### src/rtl/mem_loader.sv
// rtl/mem_loader.sv - packs a byte stream into BPW-byte words, writes them to memory, then releases the CPU.
// Optional CHECKSUM output port is present only when MEM_LOADER_CHECKSUM_EN is defined.
module mem_loader #(
  parameter int ADDR_W  = 8,
  parameter int BPW     = 4,
  parameter int NWORDS  = 64,
  parameter int TIMEOUT = 15
) (
  input  logic              clk,
  input  logic              reset,
  input  logic              start,
  input  logic [7:0]        in_data,
  input  logic              in_valid,
  output logic              in_ready,
  output logic [ADDR_W-1:0] mem_addr,
  output logic [8*BPW-1:0]  mem_data,
  output logic              mem_we,
  input  logic              mem_moc,
  output logic              cpu_reset,
  output logic              done,
`ifdef MEM_LOADER_CHECKSUM_EN
  output logic [7:0]        checksum,
`endif
  output logic              err
);
  localparam int IDX_W = (NWORDS > 1) ? $clog2(NWORDS) : 1;
  localparam int BC_W  = (BPW > 1) ? $clog2(BPW) : 1;
  localparam int WT_W  = $clog2(TIMEOUT + 1);

  localparam logic [IDX_W-1:0] LAST_IDX = IDX_W'(NWORDS - 1);
  localparam logic [BC_W-1:0]  LAST_BC  = BC_W'(BPW - 1);
  localparam logic [WT_W-1:0]  WT_LAST  = WT_W'(TIMEOUT - 1);

  typedef enum logic [2:0] {
    S_IDLE,
    S_ASSEMBLE,
    S_WRITE,
    S_DONE,
    S_ERROR
  } state_t;

  state_t             state_q, state_d;
  logic [IDX_W-1:0]   idx_q, idx_d;
  logic [BC_W-1:0]    bc_q, bc_d;
  logic [WT_W-1:0]    wait_q, wait_d;
  logic [ADDR_W-1:0]  addr_q, addr_d;
  logic [8*BPW-1:0]   data_q, data_d;
`ifdef MEM_LOADER_CHECKSUM_EN
  logic [7:0]         sum_q, sum_d;
`endif

  always_comb begin
    state_d = state_q;
    idx_d   = idx_q;
    bc_d    = bc_q;
    wait_d  = wait_q;
    addr_d  = addr_q;
    data_d  = data_q;
`ifdef MEM_LOADER_CHECKSUM_EN
    sum_d   = sum_q;
`endif
    case (state_q)
      S_IDLE, S_DONE, S_ERROR: begin
        if (start) begin
          state_d = S_ASSEMBLE;
          idx_d   = '0;
          bc_d    = '0;
          addr_d  = '0;
`ifdef MEM_LOADER_CHECKSUM_EN
          sum_d   = '0;
`endif
        end
      end
      S_ASSEMBLE: begin
        if (in_valid) begin
          data_d[8*bc_q +: 8] = in_data;
`ifdef MEM_LOADER_CHECKSUM_EN
          sum_d = sum_q + in_data;
`endif
          if (bc_q == LAST_BC) begin
            // Address is latched here so it stays stable for the whole write.
            state_d = S_WRITE;
            bc_d    = '0;
            wait_d  = '0;
            addr_d  = ADDR_W'(32'(idx_q) * BPW);
          end else begin
            bc_d = bc_q + 1'b1;
          end
        end
      end
      S_WRITE: begin
        // A completion seen in the final wait cycle takes priority over the timeout.
        if (mem_moc) begin
          if (idx_q == LAST_IDX) begin
            state_d = S_DONE;
          end else begin
            idx_d   = idx_q + 1'b1;
            state_d = S_ASSEMBLE;
          end
        end else begin
          wait_d = wait_q + 1'b1;
          if (wait_q == WT_LAST) begin
            state_d = S_ERROR;
          end
        end
      end
      default: state_d = S_IDLE;
    endcase
  end

  always_ff @(posedge clk or negedge reset) begin
    if (!reset) begin
      state_q <= S_IDLE;
      idx_q   <= '0;
      bc_q    <= '0;
      wait_q  <= '0;
      addr_q  <= '0;
      data_q  <= '0;
`ifdef MEM_LOADER_CHECKSUM_EN
      sum_q   <= '0;
`endif
    end else begin
      state_q <= state_d;
      idx_q   <= idx_d;
      bc_q    <= bc_d;
      wait_q  <= wait_d;
      addr_q  <= addr_d;
      data_q  <= data_d;
`ifdef MEM_LOADER_CHECKSUM_EN
      sum_q   <= sum_d;
`endif
    end
  end

  assign in_ready  = (state_q == S_ASSEMBLE);
  assign mem_we    = (state_q == S_WRITE);
  assign cpu_reset = (state_q != S_DONE);
  assign done      = (state_q == S_DONE);
  assign err       = (state_q == S_ERROR);
  assign mem_addr  = addr_q;
  assign mem_data  = data_q;
`ifdef MEM_LOADER_CHECKSUM_EN
  assign checksum  = sum_q;
`endif

endmodule

### config.mk
export PLATFORM = sky130hd
export DESIGN_NAME = mem_loader
export DESIGN_NICKNAME = d
export VERILOG_FILES = /design/src/rtl/mem_loader.sv
export SDC_FILE = /design/constraint.sdc
export NUM_CORES = 1
export LEC_CHECK = 0
export ABC_AREA = 1
export BUFFER_PORTS_ARGS = -buffer_cell sky130_fd_sc_hd__buf_2
export CAP_MARGIN = 40
export CORE_UTILIZATION = 40
export CTS_CLUSTER_DIAMETER = 40
export DETAILED_ROUTE_END_ITERATION = 12
export HOLD_SLACK_MARGIN = 0.02
export PLACE_DENSITY = 0.69
export SLEW_MARGIN = 20
export SYNTH_ARGS = -nofsm -noshare
export SYNTH_HDL_FRONTEND = slang
export SYNTH_SLANG_ARGS = --single-unit
export TNS_END_PERCENT = 5
### constraint.sdc
create_clock -name clk -period 1.9 [get_ports clk]
set_input_delay 0.19 -clock clk [delete_from_list [all_inputs] [get_ports clk]]
set_output_delay 0.19 -clock clk [all_outputs]
set_load 0.01 [all_outputs]
# Word-level counts from Yosys, hierarchy flattened
# Cells that the tools add are included.
# totals
mem_count	0
in_bits	13
ram_bits	0
word_cells	62
mem_bits_ro	0
out_inout_bits	45
register_bits	55
latch_bits	0
# classes
muxes	24
bitwise_logic	0
n_mul	0
add_sub_neg	4
order_cmp	0
shift	2
n_reduce_logical	11
div	0
eq_ne	15
# ops
cell	count
$neg 5->34	1
$shift 8x34->32 const A	1
$shiftx 8x34->32	1
$bwmux 32	1
$mux 8	3
$mux 6	3
$pmux 8 s2	1
$reduce_and 4->1	4
$mux 3	5
$mux 4	3
$pmux 6 s2	1
$pmux 3 s3	1
$mux 2	4
$ne 2x2->1 const B	4
$pmux 4 s2	1
$add 6x1->6 const B	1
$eq 3x2->1 const B	2
$eq 6x6->1 const B	1
$reduce_bool 2->1	3
$add 4x1->4 const B	1
$eq 4x4->1 const B	1
$ne 2x1->1 const B	2
$pmux 2 s2	1
$eq 3x1->1 const B	1
other kinds (9)	9

# Logic depth before layout (Yosys ltp)
# Gate-level depths: netlist of run 1.
# logic_depth
word_depth	4
depth_mapped	9
ltp_nobuf	8

# Least setup slack after synthesis of run 1
# Ideal clock, no wire load.
# synth_timing
kind	reg-to-reg
from	register bc_q[0]
to	register data_q[19] (netlist: mem_data[19])
path_slack_ns	0.173
required_ns	1.824
synth_period_minus_slack_ns	1.727
path_buffers	2
setup_ns	0.076
arrival_ns	1.650
stages_incl_launch_ff	9
path_cell_list	dfrtp_1 > buf_2 > inv_1 > ha_1 > buf_2 > inv_2 > nor2_1 > nand2_1 > o21ai_1
# synth_via
elab_chain_cells	3
word_cells_on_any_way	4
classes_between	add/sub (1); shift (2); mux (1)
# synth_rtl
item	line_no	text
start, declared	44	logic [BC_W-1:0] bc_q, bc_d;
start signal, assigned	115	bc_q <= '0;
start signal, assigned	125	bc_q <= bc_d;
$neg 5->34 *	76	data_d[8*bc_q +: 8] = in_data;
$shiftx 8x34->32 / $shift 8x34->32 (equally long branches)	76	
$bwmux 32 *	76	
end signal, assigned	128	data_q <= data_d;
end, declared	47	logic [8*BPW-1:0] data_q, data_d;
# Mark *: on every way between the ends. The rest lies on a longest branch, timed or not.
# A chain may end at the register's enable or synchronous reset.

# Worst setup path after layout of run 1
# layout_timing
from	register state_q[2]
to	output port mem_we
# layout_via
elab_chain_cells	1
# layout_rtl
item	line_no	text
start, declared	42	state_t state_q, state_d;
start signal, assigned	123	state_q <= state_d;
$eq 3x2->1	136	assign mem_we = (state_q == S_WRITE);
end, declared	17	output logic mem_we,
# Every way passes these cells.

==> flow_results.xml, run 1 <==
<?xml version="1.0" encoding="UTF-8"?>
<metrics>
  <group name="floorplan">
    <metric name="top_level_ports" unit="">58</metric>
    <metric name="effective_utilization_at_floorplan" unit="%">41.6</metric>
    <metric name="die_y" unit="um">86.2</metric>
    <metric name="die_width" unit="um">86.2</metric>
    <metric name="core.rowCount" unit="">30</metric>
    <metric name="floorplan.core_area" unit="um^2">6830</metric>
    <metric name="die_area" unit="um^2">7440</metric>
  </group>
  <group name="cts">
    <metric name="clock_tree_from_tritoncts" unit="">yes</metric>
    <metric name="clkSlewWorstSetupHoldPaths" unit="ns">0.10</metric>
    <metric name="clkLatencyLatePin" unit="ns">0.31</metric>
    <metric name="post_cts_resize_count" unit="">0</metric>
    <metric name="clock_tree.htree_level_count" unit="">2</metric>
    <metric name="clock_tree.buffer_depth" unit="">2</metric>
    <metric name="cts_made_buffers" unit="">5</metric>
    <metric name="clkSinkCount" unit="">53</metric>
    <metric name="cts_setup_buffers" unit="">0</metric>
    <metric name="root_buffer" unit="">clkbuf_8</metric>
  </group>
  <group name="placed_design">
    <metric name="dp.cells" unit="">477</metric>
    <metric name="gp_congestion" unit="">0.806</metric>
    <metric name="portBuffers" unit="">55</metric>
    <metric name="post_dp_cell_area" unit="um^2">3160</metric>
    <metric name="detailed_place_hpwl" unit="um">4490</metric>
  </group>
  <group name="cells_and_area">
    <metric name="final-instance-count-excl-fill" unit="">486</metric>
    <metric name="final_cell_area" unit="um^2">3270</metric>
    <metric name="area_delta_synth_final" unit="%">15.1</metric>
    <metric name="final_layout_size_suffix_gt1_share" unit="%">26.4</metric>
    <metric name="final_common_cell" unit="">nand2_1</metric>
    <metric name="insertedDiodeCount" unit="">0</metric>
    <metric name="final_net_count" unit="">410</metric>
    <metric name="most-common-layout-cells" unit="">nand2_1 (92), buf_2 (55), dfrtp_1 (53)</metric>
  </group>
  <group name="critical_path">
    <metric name="cp_cell_sequence" unit="">inv_1 &gt; nand3_2 &gt; inv_1 &gt; buf_2</metric>
    <metric name="worstSetupStartpointType" unit="">flop</metric>
    <metric name="cpMostUsedCell" unit="">inv_1</metric>
    <metric name="critical_path_arrival" unit="ns">1.52</metric>
    <metric name="end_kind" unit="">primary output</metric>
    <metric name="path_max_fanout" unit="">10</metric>
    <metric name="setup.worst_path.class" unit="">reg2out</metric>
    <metric name="crit_buf_inv" unit="">3</metric>
    <metric name="max_stage_delay" unit="ns">0.40</metric>
    <metric name="timing.critical_path.slowest_stage_cell" unit="">dfrtp_1</metric>
    <metric name="critPathTopFamily" unit="">buffers and inverters</metric>
    <metric name="crit_required" unit="ns">1.71</metric>
  </group>
  <group name="yosys">
    <metric name="number_of_flops_mapped_to_enable_cells_by_yosys" unit="">0</metric>
    <metric name="synthesis_stage_register_bit_count" unit="">53</metric>
    <metric name="netlist-cell-type-count" unit="">31</metric>
    <metric name="netlist.area_leader.share" unit="%">46.7</metric>
    <metric name="synthCells" unit="">335</metric>
    <metric name="synth_top_cell_by_area" unit="">dfrtp_1</metric>
    <metric name="synthTopCellsByArea" unit="">dfrtp_1 (47%), nand2_1 (12%), nand3_1 (6.0%)</metric>
    <metric name="async_flop_share" unit="%">100</metric>
    <metric name="synth.cell_area" unit="um^2">2840</metric>
    <metric name="ys.flop_type" unit="">dfrtp_1</metric>
    <metric name="ys_warn_count" unit="">0</metric>
    <metric name="average_cell_area_after_synthesis" unit="um^2">8.47</metric>
    <metric name="yosysSeqAreaShare" unit="%">46.7</metric>
  </group>
  <group name="sta">
    <metric name="fmax" unit="MHz">583</metric>
    <metric name="worst-slew-pin-transition" unit="ns">0.581</metric>
    <metric name="setup_total_negative_slack" unit="ns">0</metric>
    <metric name="timing.final.crit_share" unit="%">90.2</metric>
    <metric name="report.final.setup_viol" unit="">0</metric>
    <metric name="report.final.slew_viol_count" unit="">0</metric>
    <metric name="timing.slew.headroom" unit="%">61.3</metric>
    <metric name="hold-worst-slack" unit="ns">0.111</metric>
    <metric name="report.final.hold_viol_count" unit="">0</metric>
    <metric name="grt_setup_unrepaired" unit="">no</metric>
    <metric name="clock-skew-final" unit="ns">0.0101</metric>
    <metric name="layout_min_cycle_time" unit="ns">1.71</metric>
  </group>
  <group name="power">
    <metric name="irDropWorstVdd" unit="mV">0.712</metric>
    <metric name="cellPowerDensity" unit="nW/um^2">1210</metric>
    <metric name="report.power.total" unit="mW">3.96</metric>
    <metric name="power_leakage" unit="nW">1.69</metric>
  </group>
  <group name="outcome">
    <metric name="run_status" unit="">finished, final reports clean</metric>
  </group>
  <group name="route">
    <metric name="dr_vias" unit="">2326</metric>
    <metric name="wirelength" unit="um">6100</metric>
    <metric name="detailedRoute.firstPassIterationCount" unit="">4</metric>
    <metric name="viasPerCell" unit="">4.79</metric>
    <metric name="detail_route.wl_per_cell" unit="um">12.6</metric>
    <metric name="route.detailed.drc" unit="">0</metric>
    <metric name="drt_first_iter_violations" unit="">86</metric>
    <metric name="antenna_left" unit="">0</metric>
  </group>
  <group name="grt">
    <metric name="pin_count_of_the_biggest_net_entering_global_routing" unit="">31</metric>
    <metric name="gr-usage-all-layers" unit="%">17.5</metric>
    <metric name="vias_in_the_first_global_route" unit="">2135</metric>
    <metric name="antenna_found_initial" unit="">0</metric>
    <metric name="global_route_wire_length_before_repair" unit="um">10100</metric>
    <metric name="overflow" unit="">0</metric>
  </group>
  <group name="run">
    <metric name="drv.max_cap_violation_count" unit="">0</metric>
  </group>
  <group name="hold_path">
    <metric name="min_path_type" unit="">in2reg</metric>
  </group>
</metrics>
-- power breakdown --
part           internal (mW)  switching, mW
logic                  0.527           1.24
clock network          0.301          0.391
registers               1.33          0.167
total                   2.16           1.80
-- registers in the layout, summed over array words and instances (netlist names) --
signal	count
state_q	3
mem_addr	6
idx_q	6
wait_q	4
bc_q	2
mem_data	32
-- through the flow --
step / utilization (%) / setup slack, ns
after floorplan: - / 0.173
after global placement: 46.2 / 0.328
after detailed placement: 46.2 / 0.290
after CTS: 47.8 / 0.175
after global routing: 47.8 / 0.0755
final: 47.8 / 0.186
-- worst paths after layout --
path	startpoint	end	slack, ns	cells after the start
setup / recovery	state_q[2]	mem_we	0.19	4
hold reg to reg	mem_data[29]	mem_data[29]	0.49	2
min in group asynchronous	reset	mem_data[27]	0.41	2
hold / removal	in_data[6]	mem_data[6]	0.11	3
max in group asynchronous	reset	mem_data[30]	0.94	3
setup reg to reg	bc_q[0]	mem_data[3]	0.25	6
-- synthesized netlist by cell type, types with 3 or more instances --
master	count
nand2_1	92
dfrtp_1	53
nand3_1	34
inv_1	28
nor2_1	23
o21ai_0	20
o21ai_2	14
nand2_2	9
ha_1	8
o21ai_1	8
o31ai_1	8
xor2_1	4
buf_6	3
clkbuf_1	3
inv_2	3
nand4_1	3
nor2_2	3
-- metal layers --
layer / up-vias / global-route usage (%) / share of wire, %
met3: 9 / 3.43 / 4.5
met5: - / 0 / 0
met4: 0 / 6.36 / 1.0
met1: 1072 / 23.2 / 46
met2: 63 / 28.5 / 48
li1: 1182 / - / -
-- cells by family after synthesis --
family | count (synthesis) | share of synthesized area, %
AO/OA/AOI/OAI | 55 | 13.5
AND/OR/NAND/NOR | 169 | 26.5
buffers and inverters | 45 | 8.37
other | 1 | 0.132
flip-flops | 53 | 46.7
adder cells (fa/ha/maj) | 8 | 3.53
XOR/XNOR | 4 | 1.23
-- worst reg2reg max path: cells and delay by family, from the launching register on --
family        cells  cell delay (ns)
simple gates      4             0.73
buf+inv           1             0.14
flops             1             0.39
fa+ha+maj         1             0.33
-- cell type report --
cell class	instances	area, um^2
clock buffers	6	82.6
multi-input cells	238	1280
clock inverters	2	16.3
inverters	32	123
repair buffers	59	320
well taps	96	120
flip-flops and latches	53	1330
fillers	703	3560
-- timing repair --
action,CTS,global route
endpoints found under the setup margin,0,0
endpoints found under the hold margin,23,0
hold buffers,1,0
No activity file was read; power rests on OpenSTA's default activity.
==> run 2: changes to the inputs <==
--- a/config.mk
+++ b/config.mk
@@ -12,6 +12,7 @@
 export CTS_CLUSTER_DIAMETER = 40
 export DETAILED_ROUTE_END_ITERATION = 12
 export HOLD_SLACK_MARGIN = 0.02
+export MAX_ROUTING_LAYER = met4
 export PLACE_DENSITY = 0.69
 export SLEW_MARGIN = 20
 export SYNTH_ARGS = -nofsm -noshare
==> flow_results.xml, run 2 (same netlist as run 1, synthesis figures left out) <==
<?xml version="1.0" encoding="UTF-8"?>
<metrics>
  <group name="sta">
    <metric name="layout_min_cycle_time" unit="ns">1.72</metric>
    <metric name="setup_total_negative_slack" unit="ns">0</metric>
    <metric name="worst-slew-pin-transition" unit="ns">0.583</metric>
    <metric name="grt_setup_unrepaired" unit="">no</metric>
    <metric name="report.final.slew_viol_count" unit="">0</metric>
    <metric name="fmax" unit="MHz">583</metric>
    <metric name="report.final.setup_viol" unit="">0</metric>
    <metric name="hold-worst-slack" unit="ns">0.109</metric>
    <metric name="timing.final.crit_share" unit="%">90.3</metric>
    <metric name="clock-skew-final" unit="ns">0.0103</metric>
    <metric name="timing.slew.headroom" unit="%">61.1</metric>
    <metric name="report.final.hold_viol_count" unit="">0</metric>
  </group>
  <group name="floorplan">
    <metric name="effective_utilization_at_floorplan" unit="%">41.6</metric>
    <metric name="floorplan.core_area" unit="um^2">6830</metric>
    <metric name="core.rowCount" unit="">30</metric>
    <metric name="top_level_ports" unit="">58</metric>
    <metric name="die_area" unit="um^2">7440</metric>
    <metric name="die_y" unit="um">86.2</metric>
    <metric name="die_width" unit="um">86.2</metric>
  </group>
  <group name="critical_path">
    <metric name="crit-reg2reg-capture" unit="">mem_data[3]</metric>
    <metric name="end_kind" unit="">primary output</metric>
    <metric name="setup.worst_path.class" unit="">reg2out</metric>
    <metric name="critPathTopFamily" unit="">buffers and inverters</metric>
    <metric name="worst_r2r_path_depth" unit="">6</metric>
    <metric name="path_max_fanout" unit="">10</metric>
    <metric name="worstSetupStartpointType" unit="">flop</metric>
    <metric name="cp_cell_sequence" unit="">inv_1 &gt; nand3_2 &gt; inv_1 &gt; buf_2</metric>
    <metric name="worstReg2RegStart" unit="">bc_q[0]</metric>
    <metric name="cp.depth" unit="">4</metric>
    <metric name="setup.worst_path.start" unit="">state_q[2]</metric>
    <metric name="crit_buf_inv" unit="">3</metric>
    <metric name="max_stage_delay" unit="ns">0.40</metric>
    <metric name="regToRegSetupSlack" unit="ns">0.27</metric>
    <metric name="timing.critical_path.slowest_stage_cell" unit="">dfrtp_1</metric>
    <metric name="crit_required" unit="ns">1.71</metric>
    <metric name="critical_path_arrival" unit="ns">1.53</metric>
    <metric name="cpMostUsedCell" unit="">inv_1</metric>
  </group>
  <group name="outcome">
    <metric name="run_status" unit="">finished, final reports clean</metric>
  </group>
  <group name="cells_and_area">
    <metric name="most-common-layout-cells" unit="">nand2_1 (92), buf_2 (55), dfrtp_1 (53)</metric>
    <metric name="final_common_cell" unit="">nand2_1</metric>
    <metric name="area_delta_synth_final" unit="%">15.1</metric>
    <metric name="insertedDiodeCount" unit="">0</metric>
    <metric name="final-instance-count-excl-fill" unit="">486</metric>
    <metric name="final_layout_size_suffix_gt1_share" unit="%">26.4</metric>
    <metric name="final_net_count" unit="">410</metric>
    <metric name="largest_reg_flops" unit="">32</metric>
  </group>
  <group name="grt">
    <metric name="pin_count_of_the_biggest_net_entering_global_routing" unit="">31</metric>
    <metric name="global_route_wire_length_before_repair" unit="um">10100</metric>
    <metric name="overflow" unit="">0</metric>
    <metric name="vias_in_the_first_global_route" unit="">2128</metric>
    <metric name="gr-usage-all-layers" unit="%">18.1</metric>
    <metric name="antenna_found_initial" unit="">0</metric>
  </group>
  <group name="cts">
    <metric name="post_cts_resize_count" unit="">0</metric>
    <metric name="clkSinkCount" unit="">53</metric>
    <metric name="clock_tree.htree_level_count" unit="">2</metric>
    <metric name="cts_made_buffers" unit="">5</metric>
    <metric name="root_buffer" unit="">clkbuf_8</metric>
    <metric name="clock_tree_from_tritoncts" unit="">yes</metric>
    <metric name="clkLatencyLatePin" unit="ns">0.31</metric>
    <metric name="clkSlewWorstSetupHoldPaths" unit="ns">0.10</metric>
    <metric name="clock_tree.buffer_depth" unit="">2</metric>
  </group>
  <group name="hold_path">
    <metric name="min_path_type" unit="">in2reg</metric>
    <metric name="hold-path-endpoint" unit="">mem_data[6]</metric>
    <metric name="min_delay_path_depth" unit="">3</metric>
    <metric name="worst_hold_startpoint" unit="">in_data[6]</metric>
  </group>
  <group name="route">
    <metric name="detail_route.wl_per_cell" unit="um">12.6</metric>
    <metric name="dr_vias" unit="">2325</metric>
    <metric name="detailedRoute.firstPassIterationCount" unit="">4</metric>
    <metric name="wirelength" unit="um">6100</metric>
    <metric name="antenna_left" unit="">0</metric>
    <metric name="drt_first_iter_violations" unit="">97</metric>
    <metric name="viasPerCell" unit="">4.78</metric>
    <metric name="route.detailed.drc" unit="">0</metric>
  </group>
  <group name="power">
    <metric name="power_leakage" unit="nW">1.69</metric>
    <metric name="irDropWorstVdd" unit="mV">0.712</metric>
    <metric name="cellPowerDensity" unit="nW/um^2">1210</metric>
  </group>
  <group name="placed_design">
    <metric name="gp_congestion" unit="">0.817</metric>
    <metric name="dp.cells" unit="">477</metric>
    <metric name="detailed_place_hpwl" unit="um">4490</metric>
    <metric name="portBuffers" unit="">55</metric>
  </group>
  <group name="run">
    <metric name="drv.max_cap_violation_count" unit="">0</metric>
  </group>
</metrics>
-- run 2: cell counts in the layout (fill, tap and decap cells not counted) --
No cell type changed its count.
-- run 2: worst max path at each step --
stage / to / slack (ns)
CTS: mem_we / 0.17
global placement: wait_q[2] / 0.33
finish: mem_we / 0.18
global route: mem_we / 0.07
detailed placement: mem_data[3] / 0.29
floorplan: mem_data[19] / 0.17
-- run 2: worst min-delay path: stages --
cell and delay, ns:
buf_2 0.09, nand3_1 0.06, nand2_1 0.05
-- run 2: layout make-up --
cell class	count	area (um^2)
clock buffer	6	82.6
clock inverter	2	16.3
fill	703	3560
inverter	32	123
multi-input combinational	238	1280
sequential	53	1330
tap	96	120
timing repair buffer	59	320
-- run 2: repair_timing --
action | in CTS | in global routing
hold endpoints to repair | 23 | 0
setup buffers | 0 | 0
hold buffers | 1 | 0
-- run 2: metrics by stage --
stage	power, mW	utilization [%]	instance area, um^2	worst slack (ns)
3_3_place_gp	3.26	46.2	3160	0.328
2_1_floorplan	2.92	-	2840	0.173
4_1_cts	4.00	47.8	3270	0.175
6_report	3.96	47.8	3270	0.184
3_5_place_dp	3.29	46.2	3160	0.290
5_1_grt	4.29	47.8	3270	0.0661
-- run 2: layer usage --
metal,track usage (%),share of wire [%]
met1,23.5,46
met2,28.4,48
met3,3.43,4.8
met4,6.36,1.2
met5,-,0
-- run 2: power by group --
part,internal (mW),switching (mW)
registers,1.33,0.167
logic,0.527,1.24
clock network,0.301,0.390
total,2.16,1.80
